**src/rtl/fifo_pkg.sv**
```systemverilog
// Shared async-FIFO definitions: default address width, pointer type and
// Gray/binary conversions used by both the read and write pointer handlers.
package fifo_pkg;

    localparam int ADDR_SIZE = 8;

    typedef logic [ADDR_SIZE:0] ptr_t;

    function automatic ptr_t bin2gray(input ptr_t bin);
        return (bin >> 1) ^ bin;
    endfunction

    // Each binary bit is the XOR of all Gray bits at and above its position.
    function automatic ptr_t gray2bin(input ptr_t gray);
        ptr_t bin;
        bin = '0;
        for (int i = 0; i <= ADDR_SIZE; i++) begin
            bin[i] = ^(gray >> i);
        end
        return bin;
    endfunction

endpackage

```
**src/rtl/gray2bin_conv.sv**
```systemverilog
// Purely combinational Gray-to-binary converter of configurable width,
// shared by the read and write pointer handlers.
module gray2bin_conv #(
    parameter int width_p = 9
) (
    input  logic [width_p-1:0] gray_i,
    output logic [width_p-1:0] bin_o
);

    // Binary bit i is the XOR of all Gray bits from the MSB down to i.
    always_comb begin
        bin_o = '0;
        for (int i = 0; i < width_p; i++) begin
            bin_o[i] = ^(gray_i >> i);
        end
    end

endmodule

```
**src/rtl/read_pointer_handler.sv**
```systemverilog
// Read-domain pointer logic of the async FIFO: binary/Gray read pointers, empty,
// level and almost-empty. Optional sticky underflow flag under RD_UNDERFLOW_EN.
module read_pointer_handler
    import fifo_pkg::*;
#(
    parameter int addr_size_p = ADDR_SIZE,
    parameter int ae_thresh_p = 2
) (
    input  logic                 rclk,
    input  logic                 rrst_n,
    input  logic                 rd_en,
    input  logic [addr_size_p:0] g_w_ptr_sync,
    output logic                 rd_fire,
    output logic                 empty,
    output logic                 almost_empty,
    output logic [addr_size_p:0] rd_level,
    output logic [addr_size_p:0] b_r_ptr,
    output logic [addr_size_p:0] g_r_ptr
`ifdef RD_UNDERFLOW_EN
    ,
    output logic                 underflow
`endif
);

    localparam int PtrW = addr_size_p + 1;

    typedef logic [addr_size_p:0] rptr_t;

    localparam rptr_t PtrOne   = rptr_t'(1);
    localparam rptr_t AeThresh = rptr_t'(ae_thresh_p);

    rptr_t bRPtr_q;
    rptr_t bRPtr_d;
    rptr_t gRPtr_q;
    rptr_t gRPtr_d;
    rptr_t bWPtrSync;

    gray2bin_conv #(
        .width_p(PtrW)
    ) u_wPtrConv (
        .gray_i(g_w_ptr_sync),
        .bin_o (bWPtrSync)
    );

    assign empty        = (bWPtrSync == bRPtr_q);
    assign rd_fire      = rd_en & ~empty;
    assign rd_level     = bWPtrSync - bRPtr_q;
    assign almost_empty = (rd_level <= AeThresh);

    // Gray is derived from the next binary value so the registered Gray
    // pointer never glitches on its way to the write-domain synchronizer.
    always_comb begin
        bRPtr_d = bRPtr_q;
        if (rd_fire) begin
            bRPtr_d = bRPtr_q + PtrOne;
        end
        gRPtr_d = (bRPtr_d >> 1) ^ bRPtr_d;
    end

    always_ff @(posedge rclk or negedge rrst_n) begin
        if (!rrst_n) begin
            bRPtr_q <= '0;
            gRPtr_q <= '0;
        end else begin
            bRPtr_q <= bRPtr_d;
            gRPtr_q <= gRPtr_d;
        end
    end

    assign b_r_ptr = bRPtr_q;
    assign g_r_ptr = gRPtr_q;

`ifdef RD_UNDERFLOW_EN
    logic underflow_q;

    always_ff @(posedge rclk or negedge rrst_n) begin
        if (!rrst_n) begin
            underflow_q <= 1'b0;
        end else if (rd_en & empty) begin
            underflow_q <= 1'b1;
        end
    end

    assign underflow = underflow_q;
`endif

endmodule

```
**config.mk**
```make
export PLATFORM = sky130hd
export DESIGN_NAME = read_pointer_handler
export DESIGN_NICKNAME = d
export VERILOG_FILES = /design/src/rtl/fifo_pkg.sv /design/src/rtl/gray2bin_conv.sv /design/src/rtl/read_pointer_handler.sv
export SDC_FILE = /design/constraint.sdc
export NUM_CORES = 1
export LEC_CHECK = 0
export CAP_MARGIN = 10
export CORE_MARGIN = 10
export CORE_UTILIZATION = 45
export CTS_CLUSTER_SIZE = 14
export DETAILED_ROUTE_END_ITERATION = 12
export DONT_BUFFER_PORTS = 1
export MAX_ROUTING_LAYER = met4
export PLACE_DENSITY = 0.68
export SYNTH_ARGS = -nofsm -noshare
export SYNTH_HDL_FRONTEND = slang
export SYNTH_HIERARCHICAL = 1
export SYNTH_SLANG_ARGS = --single-unit
```
**constraint.sdc**
```tcl
create_clock -name rclk -period 5.5 [get_ports rclk]
set_input_delay 0 -clock rclk [delete_from_list [all_inputs] [get_ports rclk]]
set_output_delay 0 -clock rclk [all_outputs]
set_load 0.005 [all_outputs]
```
# Word-level counts from Yosys, hierarchy flattened
# Cells that the tools add are included.
word_totals:
  ff_bits: 18
  latch_bits: 0
  ramBits: 0
  mem_bits_ro: 0
  input_bits: 12
  word_cells: 19
  memories: 0
op_classes:
  add_sub_neg: 2
  mul: 0
  n_div: 0
  n_lt_le_gt_ge: 1
  n_eq_ne: 1
  shift: 0
  n_mux: 1
  n_bitwise: 3
  n_reduce_logical: 9
ops:
  columns: ["op", "n"]
  rows:
  - ["9-bit XOR reduction", 9]
  - ["9-bit by 1-bit adder with 9-bit output, second input constant", 1]
  - ["9-bit == test", 1]
  - ["9-bit by 2-bit less-or-equal comparator with 1-bit output, second input constant", 1]
  - ["9-bit 2-to-1 mux", 1]
  - ["9-bit subtractor", 1]
  - ["8-bit by 9-bit bitwise XOR with 9-bit output", 1]
  - ["1-bit AND", 1]
  - ["1-bit NOT", 1]

# Logic depth before layout (Yosys ltp)
# Gate-level depths: netlist of run 1.
depth:
  depth_word: 6
  depth_mapped: 12
  depth_no_buf: 12

# Cells and area by module
# Netlist of run 1, hierarchy kept.
by_module_without_submodules:
  columns: ["module", "n_inst", "cells_each", "area_per_inst_um2"]
  rows:
  - ["read_pointer_handler", 1, 147, 1375.1]
  - ["gray2bin_conv", 1, 14, 152.6]

# Least setup slack after synthesis of run 1
# Ideal clock, no wire load.
synth_path:
  path_kind: "input to output"
  from: "input g_w_ptr_sync[4]"
  to: "output almost_empty"
  t_arrival_ps: 2719
  required_ps: 5500
  path_slack_ps: 2781
  path_stages: 12
  n_path_buf: 0
  cell_sequence: "xnor3_1 xnor3_2 xnor2_1 inv_1 ha_1 inv_1 fa_1 a211oi_1 nor3_1 or3_1 a32o_1 nor4_1"
synth_between:
  elab_chain_len: 3
  word_cells_on_any_way: 7
synth_lines:
  columns: ["element", "line", "rtl"]
  rows:
  - ["from (decl)", "read_pointer_handler.sv:12", "input logic [addr_size_p:0] g_w_ptr_sync,"]
  - ["9-bit XOR reduction", "gray2bin_conv.sv:14", "bin_o[i] = ^(gray_i >> i);"]
  - ["via bWPtrSync[2]", "read_pointer_handler.sv:36", "rptr_t bWPtrSync;"]
  - ["9-bit subtractor", "read_pointer_handler.sv:47", "assign rd_level = bWPtrSync - bRPtr_q;"]
  - ["9-bit by 2-bit less-or-equal comparator with 1-bit output", "read_pointer_handler.sv:48", "assign almost_empty = (rd_level <= AeThresh);"]
  - ["to (decl)", "read_pointer_handler.sv:15", "output logic almost_empty,"]
# The timed path passes the listed nets, and every way through them passes these cells.

# Worst setup path after layout of run 1
# Ends and elaborated chain as after synthesis.

==> results of run 1 <==
[critical path: cells and delay by family]
| kind | cells | cell delay (ns) |
|---|---|---|
| XOR/XNOR | 3 | 1.03 |
| adder cells (fa/ha/maj) | 2 | 0.57 |
| buffers and inverters | 2 | 0.11 |
| AND/OR/NAND/NOR | 3 | 0.71 |
| AO/OA/AOI/OAI | 2 | 0.53 |
[registers in the layout, summed over array words and instances, names as in the netlist]
signal / flops
g_r_ptr: 8
b_r_ptr: 9
[where the power goes]
group / switching [µW] / total [µW] / internal, µW
Sequential: 93.6 / 285 / 191
Combinational: 403 / 707 / 304
Clock: 36.7 / 63.7 / 26.9
[layout make-up]
type,instances,area share [%]
multi-input combinational,123,63.32
sequential,17,26.71
tap,46,3.614
inverter,15,3.535
clock buffer,3,1.414
timing repair buffer,2,1.100
clock inverter,1,0.3142
[repair_timing]
| action | in CTS | in global routing |
|---|---|---|
| endpoints found under the setup margin | 0 | 0 |
| hold buffers | 1 | 0 |
| hold endpoints to repair | 17 | 0 |
[stage by stage]
step | worst slack, ns | cell area [µm²] | power [µW]
floorplan | 2.781 | 1528 | 861.6
detailed placement | 2.537 | 1555 | 1002
finish | 2.551 | 1593 | 1056
global route | 2.324 | 1593 | 1160
global placement | 2.572 | 1555 | 978.2
CTS | 2.524 | 1593 | 1073
[cells by family after synthesis]
family | after synthesis | synth area share [%]
compound gates | 38 | 18.84
xor+xnor | 35 | 22.93
fa+ha+maj | 10 | 8.682
buf+inv | 21 | 6.142
flops | 17 | 27.85
mux | 1 | 0.6552
simple gates | 39 | 14.91
[routing by layer]
| layer | track usage (%) | vias up |
|---|---|---|
| li1 | - | 562 |
| met1 | 12.92 | 557 |
| met2 | 18.01 | 33 |
| met3 | 1.481 | 2 |
| met4 | 3.226 | 0 |
| met5 | - | - |
[worst max-delay path by stage]
stage / to / cells after the start
6_report: almost_empty / 12
5_1_grt: almost_empty / 12
4_1_cts: almost_empty / 12
3_5_place_dp: almost_empty / 12
3_3_place_gp: almost_empty / 12
2_1_floorplan: almost_empty / 12
[cell usage in the layout, fill, tap and decap left out, types with 2 or more instances in the layout]
cell type / count
clkbuf_4: 3
nor2b_1: 3
nand2b_1: 2
a21o_2: 2
or3_1: 2
and2_1: 2
nor3_1: 5
a21o_1: 2
ha_1: 9
nand4_1: 3
xnor2_1: 21
o22ai_1: 2
nor2_1: 5
inv_1: 14
o22ai_2: 2
a2111o_1: 2
dfrtp_1: 17
xor2_1: 10
nand2_1: 7
a21oi_1: 9
nand3_1: 3
o21ai_0: 7
o41ai_2: 2
==> metrics.yaml, run 1 <==
setup_path:
  reg2reg_from: "b_r_ptr[2]"
  path_cells: "xnor3_1 -> xnor3_2 -> xnor2_1 -> inv_1 -> ha_1 -> inv_1 -> fa_1 -> a211oi_1 -> nor3_1 -> or3_1 -> a32o_1 -> nor4_1"
  reg2reg_slack_ns: 2.91
  critPathRequiredTime_ns: 5.50
  arrival_ns: 2.95
  critical_path_class: "input port to output port"
  end_kind: "output port"
  startpoint_type: "input port"
  critPathMaxFanout: 3
  startpoint: "g_w_ptr_sync[4]"
  r2r-end: "g_r_ptr[5]"
  critPathMaxStageDelay_ns: 0.48
  slowest_stage: "xnor3_2"
  crit_top_cell: "inv_1"
  reg2reg_depth: 7
synth:
  synth_edf_count: 0
  yosysUniqueCellTypes: 49
  yosys-top-cells-count: "xnor2_1 (21), dfrtp_1 (17), inv_1 (14), xor2_1 (10)"
  avgSynthCellArea_um2: 9.489
  async_flop_share_pct: 100.0
  synth_area_leaders: "dfrtp_1 (28%), xnor2_1 (12%), ha_1 (7.4%), xor2_1 (5.7%), inv_1 (3.4%)"
  yosys_register_bits: 17
  synth.largest_area_cell: "dfrtp_1"
  ys.flop_type: "dfrtp_1"
  ys.warnings.count: 6
  synth_top_area_share_pct: 27.85
  syn_nets: 183
  yosysMostFrequentCell: "xnor2_1"
  synth_area_mm2: 0.001528
  syn_inst: 161
  yosysSeqAreaShare_pct: 27.85
timing:
  setup_viol: 0
  rsz0062_at_grt: "no"
  finalSetupTns_ns: 0
  clock_skew_ns: 0.009476
  fmax_mhz: 339.1
  min_period_ns: 2.949
  slew_headroom_pct: 50.59
  min_period_over_period_pct: 53.62
  final_max_slew_viol_count: 0
  worst_slew_pin_slew_ns: 0.7387
  finalHoldViolations: 0
  hold-worst-slack_ns: 0.02602
power_and_ir_drop:
  worst_ir_drop_vdd_mv: 0.3159
  leakagePower_uw: 0.0006533
  power_density_mw_per_mm2: 662.9
clock_tree:
  clockBufferDepth: 2
  insertion_delay_ns: 0.28
  clock-root-buffer: "clkbuf_4"
  cts_tree: "yes"
  htreeDepth: 1
  cts_buffers: 3
  numClockSinks: 17
  post_cts_buffers: 0
  path_clk_slew_ns: 0.10
  cts_resized: 0
flow_run:
  drv_cap: 0
route:
  wl_met3_um: 186
  routed-wl-met2_mm: 1.659
  avgViaCountPerCell: 5.575
  first_pass_iters: 4
  drtIter0Drc: 108
  finalWirelength_mm: 3.324
  detail_route.wl_per_cell_um: 16.06
  ant_nets: 0
  drc: 0
  vias: 1154
  top_layer_used: "met4"
  wirelength_met1_mm: 1.442
hold_path:
  hold_path.class: "input port to flip-flop"
  worstHoldStart: "rd_en"
  holdPathStages: 3
  worst_hold_path.endpoint: "b_r_ptr[5]"
final_layout:
  finalNonFillerCells: 207
  drive_gt1_share_pct: 11.80
  seq_area_um2: 425.4
  synthToLayoutAreaGrowth_pct: 4.259
  fillers: 330
  diodes: 0
  nNetsFinal: 184
  multi_input_area_mm2: 0.001008
  finish.utilization_pct: 48.11
placement:
  gp_congestion: 0.8812
  dpl.hpwl_mm: 2.811
  place_inst: 202
  port_buffers: 0
die:
  rows: 21
  core-area_mm2: 0.003311
  die_x_um: 78.27
  die_h_um: 78.27
  io_pins: 42
  start_util_pct: 46.15
  dieArea_mm2: 0.006125
grt:
  track_usage_pct: 10.68
  grt_pass1_wl_mm: 5.347
  grt_overflow_total: 0
  antenna_found_initial: 0
  grt_pass1_vias: 1095
  grt_max_degree: 18
outcome:
  status: "finished clean"
No activity file was read; power rests on OpenSTA's default activity.
==> run 2: changes to the inputs <==
--- a/config.mk
+++ b/config.mk
@@ -5,6 +5,7 @@
 export SDC_FILE = /design/constraint.sdc
 export NUM_CORES = 1
 export LEC_CHECK = 0
+export ABC_AREA = 1
 export CAP_MARGIN = 10
 export CORE_MARGIN = 10
 export CORE_UTILIZATION = 45
==> constraint.sdc (replaced) <==
create_clock -name rclk -period 2.8 [get_ports rclk]
set_input_delay 0 -clock rclk [delete_from_list [all_inputs] [get_ports rclk]]
set_output_delay 0 -clock rclk [all_outputs]
set_load 0.005 [all_outputs]
==> metrics.yaml, run 2 <==
setup_path:
  slowest_stage: "fa_1"  # was xnor3_2
  end_kind: "output port"  # unchanged
  startpoint_type: "flip-flop"  # was input port
  path_cells: "ha_1 -> inv_1 -> fa_1 -> inv_1 -> nor2_1 -> nor2_1 -> nand3_1 -> nor2_1 -> nand3_1 -> nor2_1"  # was xnor3_1 -> xnor3_2 -> xnor2_1 -> inv_1 -> ha_1 -> inv_1 -> fa_1 -> a211oi_1 -> nor3_1 -> or3_1 -> a32o_1 -> nor4_1
  crit_top_cell: "nor2_1"  # was inv_1
  reg2reg_from: "b_r_ptr[5]"  # was b_r_ptr[2]
  critPathMaxStageDelay_ns: 0.48  # about the same
  startpoint: "b_r_ptr[0]"  # was g_w_ptr_sync[4]
  critPathMaxFanout: 6  # was 3
  critPathRequiredTime_ns: 2.80  # was 5.50 ns
  critical_path_class: "flip-flop to output port"  # was input port to output port
  arrival_ns: 2.20  # was 2.95 ns
route:
  drtIter0Drc: 65  # was 108
  ant_nets: 0  # unchanged
  drc: 0  # unchanged
  detail_route.wl_per_cell_um: 12.01  # was 16.06 µm
  first_pass_iters: 4  # unchanged
  finalWirelength_mm: 3.962  # was 3.324 mm
  avgViaCountPerCell: 4.718  # was 5.575
  vias: 1557  # was 1154
synth:
  async_flop_share_pct: 100.0  # unchanged
  synth_top_area_share_pct: 23.94  # was 27.85%
  synth_compound_area_share_pct: 3.451  # was 18.84%
  ys.flop_type: "dfrtp_1"  # unchanged
  yosysUniqueCellTypes: 27  # was 49
  yosys-top-cells-count: "nand2_1 (106), inv_1 (43), nand3_1 (24), nand2_2 (19), dfrtp_1 (17)"  # was xnor2_1 (21), dfrtp_1 (17), inv_1 (14), xor2_1 (10)
  synth_top_family_by_area: "simple AND/OR/NAND/NOR gates"  # was XOR/XNOR gates
  syn_nets: 302  # was 183
  syn_inst: 280  # was 161
  yosysMostFrequentCell: "nand2_1"  # was xnor2_1
  synth_xor_area_share_pct: 5.423  # was 22.93%
  synthMuxAreaShare_pct: 0  # was 0.6552%
  synth.largest_area_cell: "dfrtp_1"  # unchanged
  synth_area_leaders: "dfrtp_1 (24%), nand2_1 (22%), inv_1 (9.1%), nand3_1 (6.8%), nand2_2 (6.7%)"  # was dfrtp_1 (28%), xnor2_1 (12%), ha_1 (7.4%), xor2_1 (5.7%), inv_1 (3.4%)
  yosys_register_bits: 17  # unchanged
  synth_area_mm2: 0.001777  # was 0.001528 mm²
  ys.warnings.count: 6  # unchanged
  avgSynthCellArea_um2: 6.345  # was 9.489 µm²
  synthAdderAreaFrac_pct: 7.465  # was 8.681%
  yosysSeqAreaShare_pct: 23.94  # was 27.85%
  synth_edf_count: 0  # unchanged
  synth-simple-area-share_pct: 46.55  # was 14.91%
timing:
  slew_headroom_pct: 51.60  # was 50.59%
  finalHoldViolations: 0  # unchanged
  min_period_over_period_pct: 78.44
  worst_slew_pin_slew_ns: 0.7236  # was 0.7387 ns
  min_period_ns: 2.196
  final_max_slew_viol_count: 0  # unchanged
  rsz0062_at_grt: "no"  # unchanged
  finalSetupTns_ns: 0  # unchanged
  setup_viol: 0  # unchanged
  fmax_mhz: 455.3
  clock_skew_ns: 0.004058  # was 0.009476 ns
final_layout:
  largest_reg_flops: 9  # unchanged
  synthToLayoutAreaGrowth_pct: 4.507  # was 4.259%
  diodes: 0  # unchanged
  final_common_cell: "nand2_1"  # was xnor2_1
  fillers: 401  # was 330
  final_area_mm2: 0.001857  # was 0.001593 mm²
  nNetsFinal: 305  # was 184
  drive_gt1_share_pct: 15.60  # was 11.80%
  layout_common_cells: "nand2_1 (106), inv_1 (43), nand3_1 (24)"  # was xnor2_1 (21), dfrtp_1 (17), inv_1 (14)
hold_path:
  worstHoldStart: "rd_en"  # unchanged
  hold_path.class: "input port to flip-flop"  # unchanged
die:
  core-area_mm2: 0.003744  # was 0.003311 mm²
  start_util_pct: 47.46  # was 46.15%
  die_x_um: 82.84  # was 78.27 µm
  rows: 22  # was 21
  die_h_um: 82.84  # was 78.27 µm
  io_pins: 42  # unchanged
  dieArea_mm2: 0.006862  # was 0.006125 mm²
clock_tree:
  cts_tree: "yes"  # unchanged
  path_clk_slew_ns: 0.06  # was 0.10 ns
  cts_buffers: 3  # unchanged
  clockBufferDepth: 2  # unchanged
  insertion_delay_ns: 0.25  # was 0.28 ns
  numClockSinks: 17  # unchanged
  htreeDepth: 1  # unchanged
  post_cts_buffers: 0  # unchanged
  clock-root-buffer: "clkbuf_8"  # was clkbuf_4
power_and_ir_drop:
  power.internal_uw: 856.2  # was 522.3 µW
  p_sw_uw: 973.6  # was 533.6 µW
  combinationalPowerShare_pct: 63.7  # was 67.0%
  worst_ir_drop_vdd_mv: 0.4085  # was 0.3159 mV
  seq_power_share_pct: 26.5  # was 27.0%
  power_density_mw_per_mm2: 985.4  # was 662.9 mW/mm²
  fin_total_pwr_uw: 1830  # was 1056 µW
  leakagePower_uw: 0.001123  # was 0.0006533 µW
  p_sw_share_pct: 53.21  # was 50.54%
  pwr-share-clk_pct: 9.8  # was 6.0%
grt:
  grt_pass1_wl_mm: 7.120  # was 5.347 mm
  grt_overflow_total: 0  # unchanged
  track_usage_pct: 12.12  # was 10.68%
  antenna_found_initial: 0  # unchanged
  grt_max_degree: 18  # unchanged
  grt_pass1_vias: 1517  # was 1095
placement:
  dpl.hpwl_mm: 3.375  # was 2.811 mm
  place_area_mm2: 0.001802  # was 0.001555 mm²
  gp_congestion: 0.8340  # was 0.8812
  port_buffers: 0  # unchanged
flow_run:
  drv_cap: 0  # unchanged
outcome:
  status: "finished clean"  # unchanged
## run 2: cells by family after synthesis
logic type | Yosys count
fa+ha+maj | 10
simple gates | 176
flops | 17
buf+inv | 56
xor+xnor | 11
compound gates | 10
## run 2: worst paths after layout
kind | cells after the start | end | slack (ns)
min in group asynchronous | 1 | g_r_ptr[4] | 0.25
min | 2 | b_r_ptr[1] | 0.08
max in group asynchronous | 1 | g_r_ptr[2] | 2.09
max reg2reg | 11 | g_r_ptr[0] | 0.75
min reg2reg | 2 | b_r_ptr[1] | 0.66
max | 10 | almost_empty | 0.60
## run 2: power groups by stage
stage,clock [µW],sequential (µW),combinational (µW)
final,180,485,1170
after global routing,197,510,1360
after global placement,0,499,1150
after floorplan,0,453,968
after detailed placement,0,499,1160
after CTS,183,495,1170
## run 2: per-stage QoR
step / instances / setup WS [ns] / utilization, % / hold slack [ns]
6_report: 330 / 0.6036 / 49.60 / 0.08301
5_1_grt: 330 / 0.2739 / 49.60 / 0.1065
4_1_cts: 330 / 0.5402 / 49.60 / 0.08076
3_5_place_dp: 325 / 0.7504 / 48.13 / -0.2951
3_3_place_gp: 325 / 0.7616 / 48.13 / -0.2951
2_1_floorplan: 280 / 1.033 / - / -0.2956
## run 2: worst max-delay path: cells and delay by family (launching register included)
family                     cells  cell delay [ns]
buffers and inverters          2             0.16
DFF                            1             0.45
adders and majority gates      2             0.70
and+or+nand+nor                6             0.64
## run 2: cell type report
class	count	area [µm²]	share of cell area, %
tap	48	60.06	3.235
sequential	17	425.4	22.91
clock buffer	4	45.04	2.426
timing repair buffer	1	10.01	0.5391
inverter	53	198.9	10.71
multi-input combinational	207	1117	60.18
## run 2: timing repair
action,CTS,global route
resized for setup,0,0
endpoints found under the hold margin,17,0
hold buffers,1,0
## run 2: routing by layer
layer / wire length (µm) / vias to the layer above / global-route usage [%]
li1: - / 853 / -
met1: 1791 / 670 / 14.40
met2: 1870 / 32 / 19.83
met3: 280 / 2 / 3.906
met4: 20 / 0 / 1.846
met5: 0 / - / -
